## src/rtl/pc_sequencer_if.sv

```systemverilog
// Writeback-side bus of the PC sequencer: retire strobe, instruction and flags
// in; fetch address and transfer pulse out.
interface pc_sequencer_if #(
  parameter int PC_W = 16
);
  logic            wb_en;
  logic [31:0]     crnt_instrn;
  logic            zro_flag;
  logic            carry_flag;
  logic            neg_flag;
  logic            ovf_flag;
  logic [PC_W-1:0] pc;
  logic            branch_taken;

  modport master (
    output wb_en, crnt_instrn, zro_flag, carry_flag, neg_flag, ovf_flag,
    input  pc, branch_taken
  );

  modport slave (
    input  wb_en, crnt_instrn, zro_flag, carry_flag, neg_flag, ovf_flag,
    output pc, branch_taken
  );
endinterface

```

## src/rtl/pc_sequencer.sv

```systemverilog
// Program counter with conditional jump/call/return and a hardware return
// stack; resolves one retired instruction per writeback strobe.
module pc_sequencer #(
  parameter int          PC_W        = 16,
  parameter int          STACK_DEPTH = 8,
  parameter logic [15:0] RESET_PC    = 16'h0000,
  localparam int         LVL_W       = $clog2(STACK_DEPTH + 1)
) (
  input  logic             clk,
  input  logic             rst_n,
  pc_sequencer_if.slave    bus,
  input  logic             clr_err,
  output logic [LVL_W-1:0] stk_level,
  output logic             stk_ovf,
  output logic             stk_unf
);
  localparam int              IDX_W  = $clog2(STACK_DEPTH);
  localparam logic [PC_W-1:0] RST_PC = RESET_PC[PC_W-1:0];

  function automatic logic cond_take(input logic [7:0] sel, input logic inv,
                                     input logic zf, input logic cf,
                                     input logic nf, input logic vf);
    logic t;
    case (sel)
      8'h00:   t = nf ^ inv;
      8'h01:   t = zf ^ inv;
      8'h02:   t = cf ^ inv;
      8'h03:   t = vf ^ inv;
      8'h3F:   t = ~inv;
      default: t = 1'b0;
    endcase
    return t;
  endfunction

  logic [PC_W-1:0]  pc_r;
  logic [LVL_W-1:0] stk_level_r;
  logic             branch_taken_r;
  logic             stk_ovf_r;
  logic             stk_unf_r;
  logic [PC_W-1:0]  stack_r [0:STACK_DEPTH-1];

  logic             is_flow_s, is_ret_s, is_call_s, is_jmp_s, take_s;
  logic             stk_empty_s, stk_full_s;
  logic [PC_W-1:0]  pc_inc_s, target_s, nxt_pc_s;
  logic [LVL_W-1:0] lvl_dec_s, nxt_lvl_s;
  logic [IDX_W-1:0] push_idx_s, pop_idx_s;
  logic             nxt_taken_s, push_s, set_ovf_s, set_unf_s;
  logic             unused_instr_s;

  assign is_flow_s   = (bus.crnt_instrn[31:30] == 2'b00);
  assign is_ret_s    = is_flow_s & bus.crnt_instrn[27];
  assign is_call_s   = is_flow_s & bus.crnt_instrn[28];
  assign is_jmp_s    = is_flow_s & bus.crnt_instrn[29];
  assign take_s      = cond_take(bus.crnt_instrn[23:16], bus.crnt_instrn[25],
                                 bus.zro_flag, bus.carry_flag,
                                 bus.neg_flag, bus.ovf_flag);
  assign target_s    = bus.crnt_instrn[PC_W-1:0];
  assign pc_inc_s    = pc_r + PC_W'(1);
  assign stk_empty_s = (stk_level_r == {LVL_W{1'b0}});
  assign stk_full_s  = (stk_level_r == LVL_W'(STACK_DEPTH));
  assign lvl_dec_s   = stk_level_r - LVL_W'(1);
  assign push_idx_s  = stk_level_r[IDX_W-1:0];
  assign pop_idx_s   = lvl_dec_s[IDX_W-1:0];
  // Only some instruction bits steer the sequencer; fold the rest away.
  assign unused_instr_s = ^bus.crnt_instrn;

  // Next-state resolution: return beats call beats jump beats sequential.
  always_comb begin
    nxt_pc_s    = pc_r;
    nxt_lvl_s   = stk_level_r;
    nxt_taken_s = 1'b0;
    push_s      = 1'b0;
    set_ovf_s   = 1'b0;
    set_unf_s   = 1'b0;
    if (bus.wb_en) begin
      if (is_ret_s) begin
        if (!stk_empty_s) begin
          nxt_pc_s    = stack_r[pop_idx_s];
          nxt_lvl_s   = lvl_dec_s;
          nxt_taken_s = 1'b1;
        end else begin
          set_unf_s = 1'b1;
          nxt_pc_s  = pc_inc_s;
        end
      end else if (is_call_s && take_s) begin
        if (!stk_full_s) begin
          push_s      = 1'b1;
          nxt_pc_s    = target_s;
          nxt_lvl_s   = stk_level_r + LVL_W'(1);
          nxt_taken_s = 1'b1;
        end else begin
          set_ovf_s = 1'b1;
          nxt_pc_s  = pc_inc_s;
        end
      end else if (is_jmp_s && take_s) begin
        nxt_pc_s    = target_s;
        nxt_taken_s = 1'b1;
      end else begin
        nxt_pc_s = pc_inc_s;
      end
    end else begin
      nxt_pc_s = pc_r;
    end
  end

  // Control state; a new error outranks a simultaneous clear.
  always_ff @(posedge clk or negedge rst_n) begin
    if (!rst_n) begin
      pc_r           <= RST_PC;
      stk_level_r    <= {LVL_W{1'b0}};
      branch_taken_r <= 1'b0;
      stk_ovf_r      <= 1'b0;
      stk_unf_r      <= 1'b0;
    end else begin
      pc_r           <= nxt_pc_s;
      stk_level_r    <= nxt_lvl_s;
      branch_taken_r <= nxt_taken_s;
      stk_ovf_r      <= set_ovf_s | (stk_ovf_r & ~clr_err);
      stk_unf_r      <= set_unf_s | (stk_unf_r & ~clr_err);
    end
  end

  // Return-address storage; popped entries are left as they are.
  always_ff @(posedge clk) begin
    if (push_s) begin
      stack_r[push_idx_s] <= pc_inc_s;
    end
  end

  assign bus.pc           = pc_r;
  assign bus.branch_taken = branch_taken_r;
  assign stk_level        = stk_level_r;
  assign stk_ovf          = stk_ovf_r;
  assign stk_unf          = stk_unf_r;
endmodule

```

## src/flat_wrapper.sv

```systemverilog
// flat-port wrapper written by rule: the top's interface ports become plain ports
module pc_sequencer_flat 
#(
  parameter int          PC_W        = 16,
  parameter int          STACK_DEPTH = 8,
  parameter logic [15:0] RESET_PC    = 16'h0000,
  localparam int         LVL_W       = $clog2(STACK_DEPTH + 1)
)
  (clk, rst_n, clr_err, stk_level, stk_ovf, stk_unf, bus_wb_en, bus_crnt_instrn, bus_zro_flag, bus_carry_flag, bus_neg_flag, bus_ovf_flag, bus_pc, bus_branch_taken);
  pc_sequencer_if #(.PC_W(PC_W)) bus_i ();
  input  logic clk;
  input  logic rst_n;
  input  logic clr_err;
  output logic [LVL_W-1:0] stk_level;
  output logic stk_ovf;
  output logic stk_unf;
  input wire logic [$bits(bus_i.wb_en)-1:0] bus_wb_en;
  input wire logic [$bits(bus_i.crnt_instrn)-1:0] bus_crnt_instrn;
  input wire logic [$bits(bus_i.zro_flag)-1:0] bus_zro_flag;
  input wire logic [$bits(bus_i.carry_flag)-1:0] bus_carry_flag;
  input wire logic [$bits(bus_i.neg_flag)-1:0] bus_neg_flag;
  input wire logic [$bits(bus_i.ovf_flag)-1:0] bus_ovf_flag;
  output wire logic [$bits(bus_i.pc)-1:0] bus_pc;
  output wire logic [$bits(bus_i.branch_taken)-1:0] bus_branch_taken;
  assign bus_i.wb_en = bus_wb_en;
  assign bus_i.crnt_instrn = bus_crnt_instrn;
  assign bus_i.zro_flag = bus_zro_flag;
  assign bus_i.carry_flag = bus_carry_flag;
  assign bus_i.neg_flag = bus_neg_flag;
  assign bus_i.ovf_flag = bus_ovf_flag;
  assign bus_pc = bus_i.pc;
  assign bus_branch_taken = bus_i.branch_taken;
  pc_sequencer #(.PC_W(PC_W), .STACK_DEPTH(STACK_DEPTH), .RESET_PC(RESET_PC)) u_core (.clk(clk), .rst_n(rst_n), .bus(bus_i), .clr_err(clr_err), .stk_level(stk_level), .stk_ovf(stk_ovf), .stk_unf(stk_unf));
endmodule
```

## config.mk

```make
export PLATFORM = sky130hd
export DESIGN_NAME = pc_sequencer_flat
export DESIGN_NICKNAME = d
export VERILOG_FILES = /design/src/rtl/pc_sequencer_if.sv /design/src/rtl/pc_sequencer.sv /design/src/flat_wrapper.sv
export SDC_FILE = /design/constraint.sdc
export NUM_CORES = 1
export LEC_CHECK = 0
export CORE_MARGIN = 2
export CORE_UTILIZATION = 45
export CTS_CLUSTER_SIZE = 12
export DETAILED_ROUTE_END_ITERATION = 8
export PLACE_DENSITY = 0.73
export SLEW_MARGIN = 10
export SYNTH_ARGS = -nofsm -noshare
export SYNTH_HDL_FRONTEND = slang
export SYNTH_SLANG_ARGS = --single-unit
```

## constraint.sdc

```tcl
create_clock -name clk -period 8.4 [get_ports clk]
set_clock_uncertainty 0.1 [all_clocks]
set_input_delay 1.68 -clock clk [delete_from_list [all_inputs] [get_ports clk]]
set_output_delay 1.68 -clock clk [all_outputs]
set_load 0.02 [all_outputs]
```

==> flow_summary_export.csv <==
group,metric,value,unit
finish,final_area,8160,µm²
sta,hold_violations,0,
route,drt-total-wl,16000,µm
grt,grt_pass1_vias,4287,
cts,clk_pin_slew_worst_paths,60,ps
setup_path,start_kind,"input port",
cts,cts_sinks,151,
floorplan,rows,44,
sta,rsz0062_at_grt,"no",
yosys,synthTopCellsByArea,"edfxtp_1, mux4_2, dfrtp_1",
yosys,syn-instance-count,435,
finish,diodes,0,
setup_path,cpLargestDelayFamily,"compound AO/OA/AOI/OAI gates",
floorplan,start_util,46.3,%
hold_path,holdCritStartpoint,"u_core.stk_ovf$_DFF_PN0_",
hold_path,hold_path.class,"reg2reg",
setup_path,critPathRequiredTime,8620,ps
finish,layout.nets,547,
route,ant_nets,0,
finish,drive_above_1_share,19.1,%
power,power_density,331,nW/µm²
cts,cts_hold_buf,0,
hold_path,hold_depth,2,
floorplan,die_x,127,µm
sta,fin_crit,4470,ps
power,peakVddDrop,171,µV
yosys,synthArstFlopShare,15.2,%
cts,cts_setup_buffers,0,
yosys,yosysSeqAreaShare,65.4,%
route,vias_per_cell,6.03,
cts,cts.path.max_buffers,2,
grt,grt_overflow,0,
sta,fin_crit_sh,53.3,%
finish,final_core_util,56.0,%
floorplan,fp.dieH,127,µm
route,drc,0,
setup_path,rr_endpoint,"u_core.stack_r[4][0]$_DFFE_PP_",
route,wl_per_cell,22.9,µm
yosys,avgSynthCellArea,15.5,µm²
yosys,synth_warnings,0,
setup_path,cpMaxStageDelayCell,"a21oi_2",
sta,fin_hold_ws,416,ps
grt,grt_max_degree,39,
placed_design,routabilityCongestion,0.855,
hold_path,min_to,"u_core.stk_ovf$_DFF_PN0_",
status,status,"complete, no violations",
job,cap_viol_max_count,0,
sta,max_slew_margin,32.9,%
sta,slew_viol_final,0,
setup_path,critPathMaxStageDelay,860,ps
route,dr.pass1.iters,5,
finish,syn_to_final_growth,20.7,%
finish,seq_area,4420,µm²
setup_path,critPathBufInv,1,
route,via_count,4226,
setup_path,reg2reg_depth,8,
cts,ctsHtreeMaxLevel,4,
placed_design,io_buffers,60,
cts,cts_tree,"built",
finish,nFillCells,1103,
sta,setup_violations,0,
setup_path,rrSetupSlack,4990,ps
setup_path,reg2reg_from,"u_core.stk_level[0]$_DFFE_PN0P_",
cts,insertion_delay,430,ps
yosys,syn_area,6760,µm²
setup_path,cp_data_arrival_time,4700,ps
sta,worst_pin_slew,1010,ps
cts,post_cts_resized,0,
setup_path,crit_type,"in2reg",
yosys,synth_flop_cell,"edfxtp_1",
grt,grt_use_total,21.0,%
route,drtIter0Drc,395,
yosys,synth_area_leader_cell,"edfxtp_1",
floorplan,ios,63,
placed_design,place.detailed.hpwl,10100,µm
yosys,syn-num-nets,478,
yosys,synth_top_cell_area_share,56.8,%
setup_path,worstPathCellList,"clkdlybuf4s50_1, or3b_1, a21oi_2, nand2_1, o21ai_0, nor3_1, o32ai_1",
floorplan,core,14600,µm²
power,total_leakage_power,2.74,nW
cts,numCtsBuffers,17,
grt,antenna_found_initial,0,
grt,grt_pass1_wl,24600,µm
finish,multi_input_area,2230,µm²
sta,max_freq,0.224,GHz
floorplan,dieArea,16000,µm²
cts,cts-root-buf,"clkbuf_16",
yosys,ys_ff_latch,151,
setup_path,path_max_fanout,16,
yosys,synth_enable_flop_cells,128,
sta,fin_setup_tns,0,ps
placed_design,placed_area,7590,µm²
setup_path,cp-end-kind,"flip-flop",
yosys,ys_types,70,
kinds of logic after synthesis:
logic type               share of synthesized area, %
flip-flops                                       65.4
AND/OR/NAND/NOR                                  8.73
AO/OA/AOI/OAI                                    9.36
multiplexers                                     11.5
buffers and inverters                            1.87
XOR/XNOR                                         2.57
adder cells (fa/ha/maj)                         0.555
worst reg2reg max path, delay by kind of cell, from the launching register on:
family	cells	cell delay [ps]
simple gates	4	1230
fa+ha+maj	1	330
flops	1	340
buf+inv	3	1070
flip-flops by register name (all words and copies together), names as in the netlist:
register,count
u_core.bus.pc,16
u_core.stk_ovf,1
u_core.stk_level,4
u_core.stk_unf,1
u_core.stack_r,128
u_core.bus.branch_taken,1
worst max-delay path by stage:
stage	from	depth (start not counted)	to	slack, ps
finish	bus_crnt_instrn[27]	7	u_core.bus.pc[15]$_DFFE_PN0P_	3930
floorplan	bus_crnt_instrn[16]	5	u_core.stack_r[2][0]$_DFFE_PP_	3990
detailed placement	bus_crnt_instrn[27]	7	u_core.bus.pc[15]$_DFFE_PN0P_	3590
global route	bus_crnt_instrn[27]	7	u_core.bus.pc[15]$_DFFE_PN0P_	3830
CTS	bus_crnt_instrn[27]	7	u_core.bus.pc[15]$_DFFE_PN0P_	4020
global placement	bus_crnt_instrn[27]	7	u_core.bus.pc[11]$_DFFE_PN0P_	3620
synth_stat cells, drive strengths merged (2+ instances only):
master,count
dfrtp,23
nor2,31
o41ai,2
o211ai,5
a22oi,11
inv,7
a21oi,18
ha,3
or2,4
a2111oi,2
o22ai,2
nand4,5
a211oi,4
or4,2
o21ai,11
nand3,12
nand2,21
a22o,2
edfxtp,128
xnor2,7
and3,6
or3,3
o22a,2
nor4,3
a211o,4
nand2b,5
a221oi,10
clkbuf,9
mux2i,15
nor3b,3
nor3,7
xor2,12
buf,13
mux4,28
through the flow:
stage          power, mW  setup slack, ps  cells
2_1_floorplan       1.69             3990    435
3_3_place_gp        1.95             3620    669
3_5_place_dp        1.99             3590    669
4_1_cts             2.71             4020    701
5_1_grt             2.83             3830    701
6_report            2.70             3930    701
layout by cell type, fill, tap and decap left out, drive strengths merged, types with 3 or more instances in the layout:
cell type	count
ha	3
xnor2	7
a21oi	18
dfrtp	23
nand2	21
inv	13
a211o	4
mux4	28
nor3b	3
nor2	31
clkinv	3
clkinvlp	5
buf	12
and3	6
nor3	7
nor4	3
edfxtp	128
a22oi	11
or3	3
a221oi	10
a211oi	4
nand2b	5
o21ai	11
clkbuf	17
xor2	12
nand3	12
or2	4
o211ai	5
nand4	5
mux2i	15
clkdlybuf4s50	60
report_power, final:
| part | total [mW] | switching [mW] | internal, mW |
|---|---|---|---|
| logic | 0.899 | 0.508 | 0.391 |
| clock network | 0.728 | 0.314 | 0.413 |
| registers | 1.07 | 0.0888 | 0.983 |
| total | 2.70 | 0.911 | 1.79 |
cell type report:
type	instances	area share (%)
timing repair buffer	72	8.46
inverter	7	0.322
clock buffer	17	5.21
multi-input combinational	255	27.3
clock inverter	15	1.76
sequential	151	54.2
tap	184	2.82
per-layer routing:
layer | global-route usage (%) | share of wire (%) | vias to the layer above
met5 | 0 | 0 | -
met4 | 10.1 | 2.6 | 0
met3 | 5.65 | 7.6 | 33
met2 | 33.9 | 50 | 195
met1 | 26.5 | 40 | 2119
li1 | - | - | 1879
Power figures use the tool's default switching activity.
